`src/rtl/vta_host_csr.sv`:
```
// Host-side CSR responder for the VTA request/response link: decodes single-beat
// read/write requests, holds CTRL/CYCLES/VAL registers, and drives launch/completion.
module vta_host_csr #(
    parameter int ADDR_BITS = 8,
    parameter int DATA_BITS = 32,
    parameter int NUM_REGS  = 8
) (
    input  logic                              clock,
    input  logic                              reset,
    input  logic                              dpi_req_valid,
    input  logic                              dpi_req_opcode,
    input  logic [ADDR_BITS-1:0]              dpi_req_addr,
    input  logic [DATA_BITS-1:0]              dpi_req_value,
    output logic                              dpi_req_deq,
    output logic                              dpi_resp_valid,
    output logic [DATA_BITS-1:0]              dpi_resp_bits,
    output logic                              launch,
    input  logic                              finish,
    output logic [(NUM_REGS-2)*DATA_BITS-1:0] vals
);

    localparam int IDX_BITS = ADDR_BITS - 2;

    typedef enum logic [1:0] {IDLE, ACK, GUARD, RESP} state_t;

    state_t                        state;
    state_t                        state_next;
    logic                          op_q;
    logic [IDX_BITS-1:0]           idx_q;
    logic [DATA_BITS-1:0]          value_q;
    logic                          busy;
    logic                          done;
    logic [DATA_BITS-1:0]          cycles;
    logic [NUM_REGS-1:2][DATA_BITS-1:0] vals_q;
    logic [DATA_BITS-1:0]          rdata;
    logic                          commit_wr;
    logic                          commit_rd;
    logic                          ctrl_sel;
    logic                          launch_ok;
    logic                          clear_done;
    logic                          addr_unused;

    // Byte offset within a word carries no meaning for this register file.
    assign addr_unused = ^dpi_req_addr[1:0];

    always_ff @(posedge clock or posedge reset) begin
        if (reset) begin
            state <= IDLE;
        end else begin
            state <= state_next;
        end
    end

    always_comb begin
        state_next = state;
        case (state)
            IDLE:    if (dpi_req_valid) state_next = ACK;
            ACK:     state_next = op_q ? GUARD : RESP;
            GUARD:   state_next = IDLE;
            RESP:    state_next = IDLE;
            default: state_next = IDLE;
        endcase
    end

    always_comb begin
        dpi_req_deq    = (state == ACK);
        dpi_resp_valid = (state == RESP);
    end

    assign commit_wr  = (state == ACK) &&  op_q;
    assign commit_rd  = (state == ACK) && !op_q;
    assign ctrl_sel   = (idx_q == '0);
    assign launch_ok  = commit_wr && ctrl_sel && value_q[0] && !busy;
    assign clear_done = commit_wr && ctrl_sel && value_q[1];

    always_comb begin
        rdata = '0;
        if (ctrl_sel) begin
            rdata[1] = done;
        end else if (idx_q == IDX_BITS'(1)) begin
            rdata = cycles;
        end else begin
            for (int unsigned i = 2; i < NUM_REGS; i++) begin
                if (idx_q == IDX_BITS'(i)) rdata = vals_q[i];
            end
        end
    end

    always_ff @(posedge clock or posedge reset) begin
        if (reset) begin
            op_q          <= 1'b0;
            idx_q         <= '0;
            value_q       <= '0;
            dpi_resp_bits <= '0;
            launch        <= 1'b0;
            busy          <= 1'b0;
            done          <= 1'b0;
            cycles        <= '0;
        end else begin
            if (state == IDLE && dpi_req_valid) begin
                op_q    <= dpi_req_opcode;
                idx_q   <= dpi_req_addr[ADDR_BITS-1:2];
                value_q <= dpi_req_value;
            end
            if (commit_rd) dpi_resp_bits <= rdata;
            launch <= launch_ok;
            // A finish edge stops the count without adding the final cycle.
            if (launch_ok) begin
                busy   <= 1'b1;
                cycles <= '0;
            end else if (finish) begin
                busy <= 1'b0;
            end else if (busy) begin
                cycles <= cycles + DATA_BITS'(1);
            end
            if (finish) begin
                done <= 1'b1;
            end else if (clear_done) begin
                done <= 1'b0;
            end
        end
    end

    always_ff @(posedge clock or posedge reset) begin
        if (reset) begin
            vals_q <= '0;
        end else if (commit_wr) begin
            for (int unsigned i = 2; i < NUM_REGS; i++) begin
                if (idx_q == IDX_BITS'(i)) vals_q[i] <= value_q;
            end
        end
    end

    assign vals = vals_q;

endmodule

```
`config.mk`:
```
export PLATFORM = sky130hd
export DESIGN_NAME = vta_host_csr
export DESIGN_NICKNAME = d
export VERILOG_FILES = /design/src/rtl/vta_host_csr.sv
export SDC_FILE = /design/constraint.sdc
export NUM_CORES = 1
export LEC_CHECK = 0
export CAP_MARGIN = 40
export CORE_ASPECT_RATIO = 0.8
export CORE_MARGIN = 3
export CORE_UTILIZATION = 51
export DETAILED_ROUTE_END_ITERATION = 7
export PLACE_DENSITY = 0.8
export SETUP_SLACK_MARGIN = 0.15
export SKIP_LAST_GASP = 1
export SLEW_MARGIN = 0
export SYNTH_ARGS = -nofsm -noshare
export SYNTH_HDL_FRONTEND = slang
export SYNTH_SLANG_ARGS = --single-unit
```
`constraint.sdc`:
```
create_clock -name clock -period 12.8 [get_ports clock]
set_clock_uncertainty 0.2 [all_clocks]
set_input_delay 3.2 -clock clock [delete_from_list [all_inputs] [get_ports clock]]
set_output_delay 3.2 -clock clock [all_outputs]
set_load 0.02 [all_outputs]
```
---- Yosys cells after proc, flatten, opt, wreduce, memory -nomap -nowiden ----
Cells that the tools add are included.
operators by class
  add/subtract/negate cells ............... 1
  equal/unequal tests ..................... 12
  mux-type cells .......................... 20
  reduce and logical (&&, ||, !) cells .... 22
operators by type and width
  kind                   number
  $mux 32                10
  $add 32x1->32 const B  1
  $mux 30                1
  $eq 6x3->1 const B     4
  $reduce_and 2->1       7
  $eq 6x2->1 const B     2
  $logic_and 1x1->1      7
  $mux 1                 7
  $eq 6x1->1 const B     1
  $logic_not 6->1        1
  $pmux 2 s3             1
  $reduce_bool 2->1      3
  $eq 2x2->1 const B     2
  $eq 2x1->1 const B     1
  $logic_not 1->1        2
  $logic_not 2->1        1
  $mux 2                 1
  $ne 2x1->1 const B     1
  $ne 2x2->1 const B     1
  $reduce_or 2->1        1
storage, ports and cells
  register bits ........................... 300
  input bits .............................. 45
  output and inout port bits .............. 227
  word-level logic and storage cells ...... 70

---- Depth between registers and ports, before layout ----
  depth after elaboration ................. 9
  gate-level depth with buffers ........... 7
  depth with buffers taken out ............ 6

---- Least setup slack after synthesis ----
Ideal clock, no wire load.
  kind .................................... input to register
  start ................................... input finish
  end ..................................... register cycles[21]
  library setup time ...................... 0.140 ns
  arrival time ............................ 4.536 ns
  data required time ...................... 12.460 ns
  setup slack ............................. 7.925 ns
  stages on the path ...................... 5
  path buffers ............................ 0
  cell sequence ........................... nand2b_1 -> nor4_2 -> nand2_1 -> o311ai_0 -> o41ai_1
on the way
  word-level cells in the longest chain between the ends .. 2
RTL lines
  what                               RTL line  source
  start, declared                    18        input logic finish,
  $ne 2x1->1 (no source line)        n/a
  $reduce_and 2->1 (no source line)  n/a
  end signal, assigned               114       cycles <= cycles + DATA_BITS'(1);
  end, declared                      33        logic [DATA_BITS-1:0] cycles;
Every way passes these cells.
A chain may end at the register's enable or synchronous reset.

---- Worst setup path in the final report ----
  start ................................... register state[0]
  end ..................................... output dpi_req_deq
on the way
  word-level cells in the longest chain between the ends .. 1
RTL lines
  what                    RTL line  source
  start, declared         26        state_t state;
  start signal, assigned  50        state <= state_next;
  $eq 2x1->1              66        dpi_req_deq = (state == ACK);
  end, declared           14        output logic dpi_req_deq,
Every way passes these cells.

==> results_dict.tcl <==
set metrics [dict create \
    ant_nets 0 \
    period_needed_ns 5.32 \
    die_height_um 150 \
    final_common_cell "dfrtp_1" \
    crit_path_top_delay_cell "clkdlybuf4s50_1" \
    reg2regPathDepth 5 \
    ys_seq_area_share_pct 56.8 \
    cp-start-kind "register" \
    cpLargestDelayFamily "buffers and inverters" \
    cts_tree "yes" \
    reg2reg_to "vals[57]" \
    die-width_um 186 \
    fmax_ghz 0.188 \
    drt-pass1-iter-count 6 \
    reg2reg_from "idx_q[0]" \
    synth_area_leaders "dfrtp_1 57%, mux2_2 21%, a22oi_1 3.6%, a32o_1 2.3%, o22a_1 1.9%" \
    via_per_inst 6.11 \
    worstMarginPinSlew_ns 1.06 \
    final_core_util_pct 69.0 \
    htree_levels 1 \
    yosysUniqueCellTypes 56 \
    syn-cell-area_um2 13200 \
    clock_latency_ns 0.57 \
    std_cell_rows 52 \
    crit_path_max_fanout 5 \
    max_slew_margin_pct 29.3 \
    finalMaxSlewViolations 0 \
    cts.sinks 300 \
    grtUsageTotal_pct 28.2 \
    drt_iter0_markers 724 \
    syn-instance-count 997 \
    min_period_over_period_pct 41.5 \
    io_pins 272 \
    grt_pass1_wl_mm 60.4 \
    grt_overflow 0 \
    synth_top_area_cell "dfrtp_1" \
    powerDensity_nw_per_um2 251 \
    grt_pass1_vias 9908 \
    yosysWarnings 0 \
    drt_wl_total_mm 39.7 \
    drc 0 \
    area_growth_pct 32.3 \
    p_leak_nw 7.77 \
    ys.flop_type "dfrtp_1" \
    setup_viol 0 \
    antenna_found_initial 0 \
    port_buffers 269 \
    vias 9774 \
    wl_per_cell_um 24.8 \
    path_clk_slew_ns 0.07 \
    ys_ff_latch 300 \
    cp_num_buf_inv 1 \
    cts_buffers 30 \
    syn_area_per_cell_um2 13.3 \
    cts_root_buf "clkbuf_16" \
    status "complete, no violations" \
    fin_setup_tns_ns 0 \
    irDropWorstVdd_mv 0.168 \
    worstSetupPathType "reg -> out" \
    cap_violations 0 \
    hold_class "reg -> reg" \
    cp_cell_sequence "nor2b_1 > clkdlybuf4s50_1" \
    synth.top_cell.area_share_pct 56.8 \
    grt_max_degree 198 \
    drive_above_1_share_pct 27.1 \
    hold_buffers 0 \
    initial_core_util_pct 52.1 \
    mostFrequentLayoutCells "299 x dfrtp_1, 269 x clkdlybuf4s50_1, 246 x mux2_2" \
    async_flop_share_pct 100 \
    hold_path.startpoint "dpi_resp_bits[22]" \
    nNetsFinal 1299 \
    post_cts_resized 0 \
    gp_routability_congestion 0.800 \
    whs_path_depth 1 \
    ctsLongestPathBuffers 3 \
    arrival_ns 1.92 \
    synth-edff-count 0 \
    path_depth 2 \
    rsz0062_at_grt "false" \
    place_hpwl_mm 25.5 \
    synth_fp_nets 1043 \
    ff2ff_setup_slack_ns 9.43 \
    core-area_um2 25400 \
    cp-end-kind "primary output" \
    antenna_cells 0 \
    post_cts_buffers 0 \
    cpPeakStageDelay_ns 0.67 \
    finalHoldViolCount 0 \
    dieArea_um2 27900 \
    required_ns 9.40 \
    min_to "dpi_resp_bits[22]" \
]
-- synth_stat cells, types with 3 or more instances --
master and instances:
nor2_1 22, buf_2 18, nor3_2 3, a211oi_1 3
nand4_1 8, mux2_1 13, mux2i_1 13, dfrtp_1 300
and2_1 4, clkbuf_1 34, nor2b_1 5, xor2_1 8
nand3_1 48, o21ai_0 10, nor2_2 3, a32o_1 31
nand2b_1 5, a21oi_1 34, inv_1 7, a22oi_1 63
mux2_2 246, o31ai_1 3, nand2_1 33, nor3_1 5
and4_1 3, buf_4 8, o22a_1 29
-- layer usage --
layer,track usage [%],up-vias,routed length [um]
li1,-,4248,-
met1,40.6,5090,17300
met2,44.2,396,18300
met3,7.14,40,3490
met4,5.17,0,549
met5,0,-,0
-- report_power, final --
group / switching (W) / internal (W) / leakage, nW
clock network: 0.000387 / 0.000594 / 0.547
logic: 0.000836 / 0.000867 / 3.23
registers: 0.000390 / 0.00131 / 3.99
total: 0.00161 / 0.00277 / 7.77
-- how the worst max path moves through the flow --
stage,startpoint,endpoint,slack [ns]
6_report,state[0],dpi_req_deq,7.48
3_5_place_dp,finish,cycles[22],7.02
2_1_floorplan,reset,busy,1.11
4_1_cts,state[0],dpi_req_deq,7.45
3_3_place_gp,finish,cycles[22],7.08
5_1_grt,finish,cycles[22],7.38
-- area by class of cell --
| cell class | instances | area [um2] |
|---|---|---|
| fillers | 1771 | 7880 |
| flip-flops and latches | 300 | 7510 |
| multi-input cells | 625 | 5470 |
| repair buffers | 288 | 2950 |
| clock buffers | 39 | 855 |
| well taps | 324 | 405 |
| clock inverters | 16 | 268 |
| inverters | 8 | 38.8 |
-- flip-flops by register name, summed over array words and instances (netlist names) --
| name | flops |
|---|---|
| busy | 1 |
| op_q | 1 |
| value_q | 32 |
| state | 2 |
| cycles | 32 |
| idx_q | 6 |
| done | 1 |
| dpi_resp_bits | 32 |
| launch | 1 |
| vals | 192 |
-- through the flow --
| step | hold WS, ns | cells | setup slack [ns] | total power [W] | instance area, um2 |
|---|---|---|---|---|---|
| after global routing | 0.313 | 1600 | 7.38 | 0.00458 | 17500 |
| after global placement | 0.272 | 1538 | 7.08 | 0.00333 | 16200 |
| after floorplan | 0.246 | 997 | 1.11 | 0.00250 | 13200 |
| after detailed placement | 0.285 | 1545 | 7.02 | 0.00340 | 16400 |
| after CTS | 0.300 | 1600 | 7.45 | 0.00439 | 17500 |
| final | 0.300 | 1600 | 7.48 | 0.00439 | 17500 |
-- logic make-up (layout without fill, tap and decap cells) --
family	Yosys count	after routing	synth area share [%]
AO/OA/AOI/OAI	187	187	10.6
XOR/XNOR	9	9	0.596
adder cells (fa/ha/maj)	1	1	0.0946
buffers and inverters	72	351	2.56
flip-flops	300	300	56.8
multiplexers	272	272	23.0
AND/OR/NAND/NOR	156	156	6.28
(Power assumes the default switching activity.)
